===== config.mk =====
export PLATFORM = sky130hd
export DESIGN_NAME = rv32i_seq
export DESIGN_NICKNAME = d
export VERILOG_FILES = /design/src/rtl/rv32i_pkg.sv /design/src/rtl/rv32i_wdt.sv /design/src/rtl/rv32i_seq.sv
export SDC_FILE = /design/constraint.sdc
export NUM_CORES = 1
export LEC_CHECK = 0
export CELL_PAD_IN_SITES_DETAIL_PLACEMENT = 1
export CELL_PAD_IN_SITES_GLOBAL_PLACEMENT = 1
export CORE_MARGIN = 4
export CORE_UTILIZATION = 35
export DETAILED_ROUTE_END_ITERATION = 12
export GPL_TIMING_DRIVEN = 0
export MAX_ROUTING_LAYER = met4
export PLACE_DENSITY = 0.87
export SLEW_MARGIN = 5
export SYNTH_ARGS = -nofsm -noshare
export SYNTH_HDL_FRONTEND = slang
export SYNTH_SLANG_ARGS = --single-unit

===== constraint.sdc =====
create_clock -name clk -period 2.4 [get_ports clk]
set_clock_uncertainty 0.2 [all_clocks]
set_input_delay 0.36 -clock clk [delete_from_list [all_inputs] [get_ports clk]]
set_output_delay 0.36 -clock clk [all_outputs]
set_load 0.05 [all_outputs]

===== src/rtl/rv32i_pkg.sv =====
// Shared types for the rv32i multi-cycle sequencer:
// state codes, fault codes and default memory timeout.
package rv32i_pkg;

  typedef enum logic [2:0] {
    FETCH   = 3'd0,
    DECODE  = 3'd1,
    EXECUTE = 3'd2,
    MEM     = 3'd3,
    WB      = 3'd4,
    HALT    = 3'd5
  } state_t;

  typedef enum logic [1:0] {
    FC_NONE   = 2'd0,
    FC_DECODE = 2'd1,
    FC_MEMTO  = 2'd2,
    FC_HALT   = 2'd3
  } fc_t;

  localparam int MEM_TIMEOUT_DEF = 15;

endpackage


===== src/rtl/rv32i_wdt.sv =====
// Memory-wait watchdog: counts MEM cycles without ack,
// flags the cycle that reaches the timeout.
module rv32i_wdt #(
  parameter int TIMEOUT = 15
) (
  input  logic clk,
  input  logic clear,
  input  logic count,
  input  logic freeze,
  output logic expired
);

  localparam int W = $clog2(TIMEOUT + 1);

  logic [W-1:0] cnt;

  always_ff @(posedge clk) begin
    if (clear)
      cnt <= '0;
    else if (count && !freeze)
      cnt <= cnt + 1'b1;
  end

  assign expired = count && (cnt == W'(TIMEOUT - 1));

endmodule


===== src/rtl/rv32i_seq.sv =====
// Multi-cycle RV32I control sequencer with stall/freeze,
// memory watchdog, sticky fault reporting and retire count.
module rv32i_seq
  import rv32i_pkg::*;
#(
  parameter int MEM_TIMEOUT = MEM_TIMEOUT_DEF,
  parameter int RET_W       = 16
) (
  input  logic             clk,
  input  logic             rst,
  input  logic             en,
  input  logic             hold,
  input  logic             is_mem,
  input  logic             is_store,
  input  logic             rd_write,
  input  logic             fault_in,
  input  logic             halt_req,
  input  logic             mem_ack,
  output logic             ins_latch,
  output logic             mem_req,
  output logic             drw,
  output logic             bus_oe,
  output logic             rf_we,
  output logic             pc_we,
  output logic [2:0]       state,
  output logic             halted,
  output logic             fault,
  output logic [1:0]       fault_code,
  output logic [RET_W-1:0] retired
);

  logic [2:0]       st_q, st_d;
  logic             fault_q, fault_d;
  logic [1:0]       fc_q, fc_d;
  logic             store_q, rdw_q;
  logic [RET_W-1:0] ret_q;
  logic             run;
  logic             expired;

  assign run = en && !hold;

  rv32i_wdt #(
    .TIMEOUT (MEM_TIMEOUT)
  ) u_wdt (
    .clk     (clk),
    .clear   (rst || (st_q != MEM)),
    .count   ((st_q == MEM) && !mem_ack),
    .freeze  (!run),
    .expired (expired)
  );

  always_comb begin
    st_d    = st_q;
    fault_d = fault_q;
    fc_d    = fc_q;
    if (run) begin
      unique case (1'b1)
        st_q == FETCH:   st_d = DECODE;
        st_q == DECODE:  st_d = EXECUTE;
        st_q == EXECUTE: begin
          if (fault_in) begin
            st_d    = HALT;
            fault_d = 1'b1;
            if (fc_q == FC_NONE) fc_d = FC_DECODE;
          end else if (halt_req) begin
            st_d = HALT;
            if (fc_q == FC_NONE) fc_d = FC_HALT;
          end else if (is_mem) begin
            st_d = MEM;
          end else begin
            st_d = WB;
          end
        end
        st_q == MEM: begin
          // an ack in the timeout cycle still completes
          if (mem_ack) begin
            st_d = WB;
          end else if (expired) begin
            st_d    = HALT;
            fault_d = 1'b1;
            if (fc_q == FC_NONE) fc_d = FC_MEMTO;
          end
        end
        st_q == WB:   st_d = FETCH;
        st_q == HALT: st_d = HALT;
        default: begin
          st_d    = HALT;
          fault_d = 1'b1;
          if (fc_q == FC_NONE) fc_d = FC_DECODE;
        end
      endcase
    end
  end

  always_ff @(posedge clk) begin
    if (rst) begin
      st_q    <= FETCH;
      fault_q <= 1'b0;
      fc_q    <= FC_NONE;
      store_q <= 1'b0;
      rdw_q   <= 1'b0;
      ret_q   <= '0;
    end else begin
      st_q    <= st_d;
      fault_q <= fault_d;
      fc_q    <= fc_d;
      if (run && st_q == EXECUTE) begin
        store_q <= is_store;
        rdw_q   <= rd_write;
      end
      if (run && st_q == WB)
        ret_q <= ret_q + 1'b1;
    end
  end

  assign ins_latch  = run && (st_q == FETCH);
  assign mem_req    = !hold && (st_q == MEM);
  assign drw        = (st_q == MEM) && store_q;
  assign bus_oe     = !hold && (st_q != HALT);
  assign rf_we      = run && (st_q == WB) && rdw_q && !store_q;
  assign pc_we      = run && (st_q == WB);
  assign state      = st_q;
  assign halted     = (st_q == HALT);
  assign fault      = fault_q;
  assign fault_code = fc_q;
  assign retired    = ret_q;

endmodule

==> impl_metrics.toml <==
[worst_setup_path]
rr_endpoint = "retired[13]$_SDFFE_PP0N_"
cp_slowest_cell = "dlygate4sd2_1"
critPathCaptureType = "output pin"
worst_ep_arrival_time_ps = 1760
r2r-start = "state[0]$_SDFFE_PP0P_"
cp.required_ps = 1840
cp_top_family = "buffers and inverters"
critical_path_class = "in -> out"
cp_max_fo = 10
cp-start-kind = "input pin"
path_cells = "dlygate4sd2_1, nor3b_4, clkbuf_8, nand2_1, nor3b_2, buf_6"
critPathBufInv = 3
slowest_delay_ps = 350
reg2reg_slack_ps = 210
rr_worst_depth = 4

[die]
ios = 39
fp-row-count = 23
die_h_um = 72.7
floorplan.die_area_um2 = 5290
die_w_um = 72.7
core_area_um2 = 4030
start_util = 0.364

[place]
port_buffers = 38
dp.cells = 264
post-dp-hpwl_mm = 2.99
gp_congestion = 0.810
place_area_um2 = 1920
place_ws_ps = -1020

[routing]
drt-initial-drc-count = 50
viasPerCell = 5.33
first_pass_iters = 4
vias = 1417
antenna_left = 0
drc = 0
wl_per_cell_um = 14.3
routed_wl_mm = 3.82

[yosys]
async_flop_share = 0
synth_top_area_frac = 0.382
netlist_instances = 176
synthFlopType = "dfxtp_1"
synth_edf_count = 0
ys_types = 41
yosys_warnings = 0
yosys-top-cells-area = "dfxtp_1 38%, nor2_1 6.7%, xor2_1 4.8%, a21oi_1 3.8%, nor2b_1 3.4%"
yosysSeqAreaShare = 0.382
synth_top_area_cell = "dfxtp_1"
syn_nets = 189
ys_seq_elements = 28
post_synth.cell_area_avg_um2 = 8.33
syn_area_um2 = 1470

[power]
power_mw = 0.826
p_leak_nw = 0.735
max-vdd-ir-drop_uv = 180
p_per_area_nw_per_um2 = 414

[sta]
slew_viol_final = 0
final_hold_viol_count = 0
slew_headroom = 0.651
rsz0062_at_grt = "yes"
tns_ps = 0
worst_pin_slew_ps = 522
timing.fmax_mhz = 431
fin_ws_ps = 77.7
holdWs_ps = 263
final-setup-viol-count = 0
post-route-period-util = 0.968
period_minus_slack_ps = 2320

[cts]
clock-sinks = 28
clock_path_buffers = 2
tritoncts = "done"
clk_pin_slew_ps = 90
cts_hold_buffers = 0
clk-insertion-delay-late_ps = 270
cts_made_buffers = 3
clockRootBuffer = "clkbuf_8"
cts_htree_levels = 1

[global_route]
grt_pass1_vias = 1355
grt_max_degree = 15
grt-ovfl-total = 0
grt_pass1_wl_mm = 6.49
grtUsageTotal = 0.158
antenna_found_initial = 0

[layout]
postLayoutCellArea_um2 = 1990
num_antenna_cells = 0
drive_above_1_share = 0.111
area.growth.synth_to_final_pct = 35.9
layout.nets = 231
filler_cell_count = 497
final_util = 0.495
multiInputGateArea_um2 = 885
regArea_um2 = 562
final_cell_count_no_fill = 266

[hold_path]
min_path_cells = 2
hold_start = "rdw_q$_SDFFE_PP0P_"
hold_class = "reg -> reg"
hold_end = "rdw_q$_SDFFE_PP0P_"

[run]
drv_cap = 0

[outcome]
status = "finished clean"
==> worst min-delay path: cells and delay by family, from the launching register on <==
family	cells	cell delay (ps)
AND/OR/NAND/NOR	1	50
flip-flops	1	320
AO/OA/AOI/OAI	1	50
==> layout make-up <==
class / instances / area share
buffer: 7 / 0.0195
clock buffer: 3 / 0.0207
inverter: 6 / 0.0113
multi-input combinational: 134 / 0.444
sequential: 28 / 0.282
tap: 50 / 0.0314
timing repair buffer: 38 / 0.191
==> metal layers <==
metal	GRT usage	vias to the layer above	wire length, um
met5	-	-	0
met1	0.198	670	1780
met4	0.0389	0	21
li1	-	703	-
met2	0.266	40	1860
met3	0.0234	4	159
==> timing repair <==
action                     4_1_cts  5_1_grt
setup buffers                    0        0
pin swaps                        1        1
resized for setup               30        4
setup endpoints to repair        9        6
==> how the worst max path moves through the flow <==
stage	from	end	slack (ps)	cells after the start
finish	hold	rf_we	80	6
global route	state[0]$_SDFFE_PP0P_	rf_we	-20	5
CTS	state[2]$_SDFFE_PP0P_	rf_we	20	4
detailed placement	hold	rf_we	-1020	6
global placement	hold	rf_we	-990	6
floorplan	state[2]$_SDFFE_PP0P_	rf_we	-210	4
==> layout by cell type (no fill, tap or decap), drive strengths merged, types with 4 or more instances in the layout <==
cell type	synthesis	layout
clkdlybuf4s50	0	29
dfxtp	28	28
nor2	26	26
nand2	12	12
a21oi	11	11
clkbuf	7	9
nand3	8	8
xor2	8	8
nor2b	8	8
inv	6	6
and3	6	6
o21ai	5	5
xnor2	4	4
nand4	4	4
dlygate4sd2	0	4
clkdlybuf4s15	0	4
==> synth_stat cells (3+ instances only) <==
library cell,n
and3_1,6
dfxtp_1,28
nor2b_1,8
nor2_1,26
a31o_1,3
nand4_1,4
inv_1,6
o21ai_0,5
xnor2_1,4
nor4_1,3
a21oi_1,11
xor2_1,8
or3_1,3
nand2_1,12
clkbuf_1,7
a211oi_1,3
nand3_1,8
ha_1,3
==> power breakdown <==
part / internal, mW / switching, mW
Combinational: 0.0391 / 0.0571
Clock: 0.113 / 0.146
Sequential: 0.467 / 0.00426
==> flip-flops by register name (all words and copies together), names as in the netlist <==
| register | flops |
|---|---|
| retired | 16 |
| u_wdt.cnt | 4 |
| state | 3 |
| fault_code | 2 |
| fault | 1 |
| rdw_q | 1 |
| store_q | 1 |
==> cells by family (layout without fill, tap and decap cells) <==
family | Yosys count | in the layout | synth area share
buffers and inverters | 14 | 54 | 0.0358
XOR/XNOR | 12 | 12 | 0.0717
AND/OR/NAND/NOR | 88 | 88 | 0.341
AO/OA/AOI/OAI | 29 | 29 | 0.128
multiplexers | 2 | 2 | 0.0154
adder cells (fa/ha/maj) | 3 | 3 | 0.0256
flip-flops | 28 | 28 | 0.382
No activity file was read; power rests on OpenSTA's default activity.
